$ cat src/rtl/fetch_ctrl.sv
// Instruction-fetch sequencer: owns the fetch PC, reads the combinational ROM,
// and buffers {pc, instr} pairs in a 2-entry FIFO toward decode.
// Redirects flush the FIFO and retarget the PC. Fetch halts once the PC reaches
// IMEM_LIMIT.
// Optional macro FETCH_PERF_CNT_EN adds the perf_fetched and perf_stall counters.
module fetch_ctrl #(
    parameter logic [15:0] RESET_PC   = 16'h0000,
    parameter logic [15:0] PC_STEP    = 16'd4,
    parameter int unsigned IMEM_LIMIT = 64
) (
    input  logic        clk,
    input  logic        rst_n,
    output logic [15:0] imem_pc,
    input  logic [15:0] imem_instr,
    input  logic        redirect_valid,
    input  logic [15:0] redirect_pc,
    output logic        out_valid,
    input  logic        out_ready,
    output logic [15:0] out_pc,
    output logic [15:0] out_instr,
    output logic        halted
`ifdef FETCH_PERF_CNT_EN
    ,
    output logic [15:0] perf_fetched,
    output logic [15:0] perf_stall
`endif
);

    typedef enum logic [0:0] {StFetch, StHalt} state_e;

    // Widened by one bit so a limit of 2^16 still compares correctly.
    localparam logic [16:0] LimitExt = 17'(IMEM_LIMIT);

    state_e      state_q, state_d;
    logic [15:0] pc_q, pc_d;
    logic [1:0]  count_q, count_d;
    logic [15:0] q0_pc_q, q0_pc_d, q0_instr_q, q0_instr_d;
    logic [15:0] q1_pc_q, q1_pc_d, q1_instr_q, q1_instr_d;
    logic        pop, push, at_limit;

    assign imem_pc   = pc_q;
    assign out_valid = (count_q != 2'd0);
    assign out_pc    = out_valid ? q0_pc_q : 16'h0000;
    assign out_instr = out_valid ? q0_instr_q : 16'h0000;
    assign halted    = (state_q == StHalt);
    assign pop       = out_valid && out_ready;
    assign at_limit  = ({1'b0, pc_q} >= LimitExt);

    // Next-state: redirect wins, otherwise sequential fetch into the FIFO.
    always_comb begin
        state_d    = state_q;
        pc_d       = pc_q;
        count_d    = count_q;
        q0_pc_d    = q0_pc_q;
        q0_instr_d = q0_instr_q;
        q1_pc_d    = q1_pc_q;
        q1_instr_d = q1_instr_q;
        push       = 1'b0;

        if (redirect_valid) begin
            state_d = StFetch;
            pc_d    = redirect_pc & 16'hFFFC;
            count_d = 2'd0;
        end else begin
            if (state_q == StFetch) begin
                if (at_limit) begin
                    state_d = StHalt;
                end else begin
                    // A pop frees a slot in the same cycle, so a full FIFO keeps streaming.
                    push = (count_q != 2'd2) || pop;
                end
            end
            if (push) begin
                pc_d = pc_q + PC_STEP;
            end
            case ({push, pop})
                2'b01: begin
                    q0_pc_d    = q1_pc_q;
                    q0_instr_d = q1_instr_q;
                    count_d    = count_q - 2'd1;
                end
                2'b10: begin
                    if (count_q == 2'd0) begin
                        q0_pc_d    = pc_q;
                        q0_instr_d = imem_instr;
                    end else begin
                        q1_pc_d    = pc_q;
                        q1_instr_d = imem_instr;
                    end
                    count_d = count_q + 2'd1;
                end
                2'b11: begin
                    if (count_q == 2'd1) begin
                        q0_pc_d    = pc_q;
                        q0_instr_d = imem_instr;
                    end else begin
                        q0_pc_d    = q1_pc_q;
                        q0_instr_d = q1_instr_q;
                        q1_pc_d    = pc_q;
                        q1_instr_d = imem_instr;
                    end
                end
                default: ;
            endcase
        end
    end

    // State, PC and FIFO registers.
    always_ff @(posedge clk or negedge rst_n) begin
        if (!rst_n) begin
            state_q    <= StFetch;
            pc_q       <= RESET_PC;
            count_q    <= 2'd0;
            q0_pc_q    <= 16'h0000;
            q0_instr_q <= 16'h0000;
            q1_pc_q    <= 16'h0000;
            q1_instr_q <= 16'h0000;
        end else begin
            state_q    <= state_d;
            pc_q       <= pc_d;
            count_q    <= count_d;
            q0_pc_q    <= q0_pc_d;
            q0_instr_q <= q0_instr_d;
            q1_pc_q    <= q1_pc_d;
            q1_instr_q <= q1_instr_d;
        end
    end

`ifdef FETCH_PERF_CNT_EN
    logic [15:0] perf_fetched_q, perf_stall_q;
    logic        stall;

    assign stall        = (state_q == StFetch) && (count_q == 2'd2) && !pop;
    assign perf_fetched = perf_fetched_q;
    assign perf_stall   = perf_stall_q;

    // Saturating event counters; redirects leave them untouched.
    always_ff @(posedge clk or negedge rst_n) begin
        if (!rst_n) begin
            perf_fetched_q <= 16'h0000;
            perf_stall_q   <= 16'h0000;
        end else begin
            if (push && (perf_fetched_q != 16'hFFFF)) begin
                perf_fetched_q <= perf_fetched_q + 16'd1;
            end
            if (stall && (perf_stall_q != 16'hFFFF)) begin
                perf_stall_q <= perf_stall_q + 16'd1;
            end
        end
    end
`endif

endmodule

$ cat config.mk
export PLATFORM = sky130hd
export DESIGN_NAME = fetch_ctrl
export DESIGN_NICKNAME = d
export VERILOG_FILES = /design/src/rtl/fetch_ctrl.sv
export SDC_FILE = /design/constraint.sdc
export NUM_CORES = 1
export LEC_CHECK = 0
export BUFFER_PORTS_ARGS = -buffer_cell sky130_fd_sc_hd__buf_4
export CAP_MARGIN = 30
export CELL_PAD_IN_SITES_DETAIL_PLACEMENT = 0
export CELL_PAD_IN_SITES_GLOBAL_PLACEMENT = 2
export CORE_UTILIZATION = 31
export CTS_CLUSTER_DIAMETER = 40
export DETAILED_ROUTE_END_ITERATION = 10
export GPL_TIMING_DRIVEN = 0
export PLACE_DENSITY_LB_ADDON = 0.1
export SYNTH_ARGS = -nofsm -noshare
export SYNTH_HDL_FRONTEND = slang
export SYNTH_SLANG_ARGS = --single-unit
export TNS_END_PERCENT = 1
$ cat constraint.sdc
create_clock -name clk -period 1.92 [get_ports clk]
set_input_delay 0.288 -clock clk [delete_from_list [all_inputs] [get_ports clk]]
set_output_delay 0.288 -clock clk [all_outputs]
set_load 0.1 [all_outputs]
==> summary.txt <==
Pwr
  – Flop pwr share: 29.3%
  – PD cells: 1220 nW/um^2
  – Sw frac: 41.8%
  – Switch Pwr: 2900 uW
  – Maximum VDD drop: 0.493 mV
  – Pleak: 0.00248 uW
  – Clock power share: 23.0%
  – Pint: 4040 uW
  – Part of the power in combinational logic: 47.7%

Drt
  – Iteration-0 DRC Markers: 138
  – Drt pass-1 iters: 4
  – Mean routed wirelength per cell: 16.6 um
  – Routed Antenna Nets: 0
  – Routed wire length: 10.3 mm
  – Vias per inst: 4.92
  – DRC viols: 0
  – Vias: 3042

Logic synthesis
  – Cell count after synthesis: 359
  – Most used standard cell by instance count after synthesis: dfrtp_1
  – Synth top area share: 51.0%
  – Ys async rst share: 100%
  – Syn. warnings: 0
  – Synth top area cells: dfrtp_1 (51%), nor2b_1 (7.0%), mux2_1 (5.9%)
  – Synth cell types: 35
  – Post-synth top area cell: dfrtp_1
  – Yosys reg bits: 78
  – Sequential element share of the synthesized area: 51.0%
  – Mapped Area: 3830 um^2
  – Top_reg_cell synth: dfrtp_1
  – Most frequent cells after synthesis: dfrtp_1 (78), nor2b_1 (43), nand2_1 (39), o21ai_1 (28)
  – Number of synthesized flops with an enable pin: 0
  – Avg Cell Area, Syn: 10.7 um^2

Critical path
  – Slowest stage delay, CP: 440 ps
  – CP Capture Type: flop
  – CP required: 2130 ps
  – Reg2Reg Setup Slack: -20 ps
  – Worst r2r src: imem_pc[6]
  – Crit path buf inv count: 2
  – FF-to-FF path depth: 6
  – Levels on crit path: 6
  – Crit-path cells: nor4_4, nand3_2, nor4_4, buf_6, buf_8, mux2_4
  – Crit path DAT: 2150 ps
  – Max FO, Critical Path: 5
  – Reg-to-reg endpoint: q1_instr_q[0]
  – Worst Setup SP: imem_pc[6]
  – Setup crit end: q1_instr_q[0]
  – Family with the most delay on the worst path: simple AND/OR/NAND/NOR gates
  – Crit-path most repeated cell: nor4_4
  – Critical path's slowest cell: dfrtp_2
  – Critical Path Start Type: flop
  – CP Class: flop to flop

Placed design
  – Dpl cells: 589
  – Post-place setup slack: -462 ps
  – Dpl hpwl: 6.85 mm
  – Port bufs: 81
  – GP Congestion: 0.739

Die
  – Initial core utilization: 31.9%
  – Die W: 113 um
  – Die area: 12800 um^2
  – I/O pin count: 86
  – CORE AREA: 12000 um^2
  – Die height: 113 um
  – FP Rows: 40

Outcome
  – Violated checks: negative setup slack
  – Status: finished, violations left

GRT
  – Largest net degree at the start of global routing: 57
  – Overflow after GRT: 0
  – Vias in the first global route: 3085
  – Initial antenna violation count: 0
  – First-pass GRT wire length: 16.9 mm
  – Global Route Usage Sum: 17.3%

Timing
  – Slew Viols, Final: 0
  – Fin Clk Skew: 6.28 ps
  – Final setup vio count: 13
  – Max Fclk: 516 MHz
  – RSZ-0062 raised after global routing: true
  – Period utilization: 101%
  – Final hold slack: 158 ps
  – Worst slew margin: 63.0%
  – Slew @ Worst Pin: 555 ps
  – Setup TNS: -76.0 ps
  – Final Hold Vio Count: 0
  – Final worst slack: -16.5 ps
  – Min cycle time layout: 1940 ps

Layout
  – Layout cells sized above 1: 49.0%
  – Area of the multi-input gates: 2010 um^2
  – Util after Layout: 47.3%
  – Register area: 1950 um^2
  – Nets: 508
  – Area grow syn2layout: 48.4%
  – FILL cells: 1163
  – Final std cells w/o fill: 618
  – Ant diodes: 0

Clock network
  – CTS Buffer Depth: 2
  – CTS tree: yes
  – Clock slew at reported path FFs: 60 ps
  – Clk Latency, worst-skew pair: 330 ps
  – Sink Count: 78
  – CTS H-tree depth: 3
  – Clock Tree Root: clkbuf_16
  – Number of buffers created by CTS: 9

Flow run
  – Total of max-cap violations: 0

Hold path
  – Min-Delay Path Class: input pin to flop
[cells by family after synthesis]
group / Yosys count / synth area share, %
AND/OR/NAND/NOR: 100 / 14.3
AO/OA/AOI/OAI: 96 / 16.1
flip-flops: 78 / 51.0
multiplexers: 41 / 12.0
buffers and inverters: 35 / 4.18
adder cells (fa/ha/maj): 5 / 1.63
XOR/XNOR: 3 / 0.687
other: 1 / 0.0980
[worst min-delay path, stage by stage]
cell and delay (ps):
buf_4 70, nand2_1 40, o21ai_0 50
[metal layers]
metal / share of wire [%] / GRT usage (%)
met5: 0 / 0
met4: 1.0 / 5.88
met3: 3.5 / 3.32
met2: 45 / 26.7
met1: 50 / 24.2
[power by group through the flow]
stage                     clock network, uW  logic, uW  registers [uW]
final                                  1600       3310            2030
after floorplan                           0       1980            2230
after global routing                   1720       3540            2070
after CTS                              1640       3210            2040
after detailed placement                  0       2830            2050
after global placement                    0       2810            2050
[flip-flops by register name, summed over array words and instances (netlist names)]
| name | flops |
|---|---|
| q0_instr_q | 16 |
| q1_instr_q | 16 |
| q0_pc_q | 15 |
| imem_pc | 14 |
| q1_pc_q | 14 |
| count_q | 2 |
| halted | 1 |
[metrics by stage]
stage / total power [uW] / cell area, um^2
CTS: 6890 / 5440
floorplan: 4200 / 3910
global route: 7330 / 5680
detailed placement: 4890 / 4730
finish: 6940 / 5680
global placement: 4860 / 4700
[repair_timing]
| action | 4_1_cts | 5_1_grt |
|---|---|---|
| cloned | 2 | 0 |
| resized for setup | 95 | 64 |
| endpoints found under the setup margin | 87 | 91 |
| endpoints found under the hold margin | 22 | 0 |
| pin swaps | 5 | 6 |
| hold buffers | 1 | 0 |
| buffers inserted | 9 | 2 |
[final cells by class]
type	instances	share of cell area (%)
Clock inverter	3	0.330
Multi-Input combinational cell	247	35.3
Tap cell	147	3.24
Inverter	7	0.462
Clock buffer	12	4.51
Buffer	28	4.38
Sequential cell	78	34.4
Timing Repair Buffer	96	17.4
[worst min path at each step]
stage                     cells after the start  slack, ps        endpoint      startpoint
after floorplan                               0         -8      count_q[0]           rst_n
after global placement                        2        460   q0_instr_q[0]   q0_instr_q[0]
after detailed placement                      1        220  q0_instr_q[11]           rst_n
after CTS                                     3        150      imem_pc[6]  redirect_pc[6]
after global routing                          3        150      imem_pc[6]  redirect_pc[6]
final                                         3        160      imem_pc[6]  redirect_pc[6]
[cells in the final DEF, fill, tap and decap left out, types with 3 or more instances in the layout]
cell,n
mux2_2,19
mux2_4,20
buf_4,63
dfrtp_1,76
a22oi_2,8
clkbuf_4,5
o21ai_1,31
clkbuf_16,10
nand2_1,38
a21oi_1,3
inv_1,5
ha_1,4
clkbuf_1,3
nor2_1,4
clkbuf_8,4
o21ai_0,7
clkbuf_2,6
nor2b_1,11
nor2b_2,30
o22ai_1,19
buf_8,4
buf_6,27
o22a_1,20
nor4_4,3
buf_12,10
(Power assumes the default switching activity.)
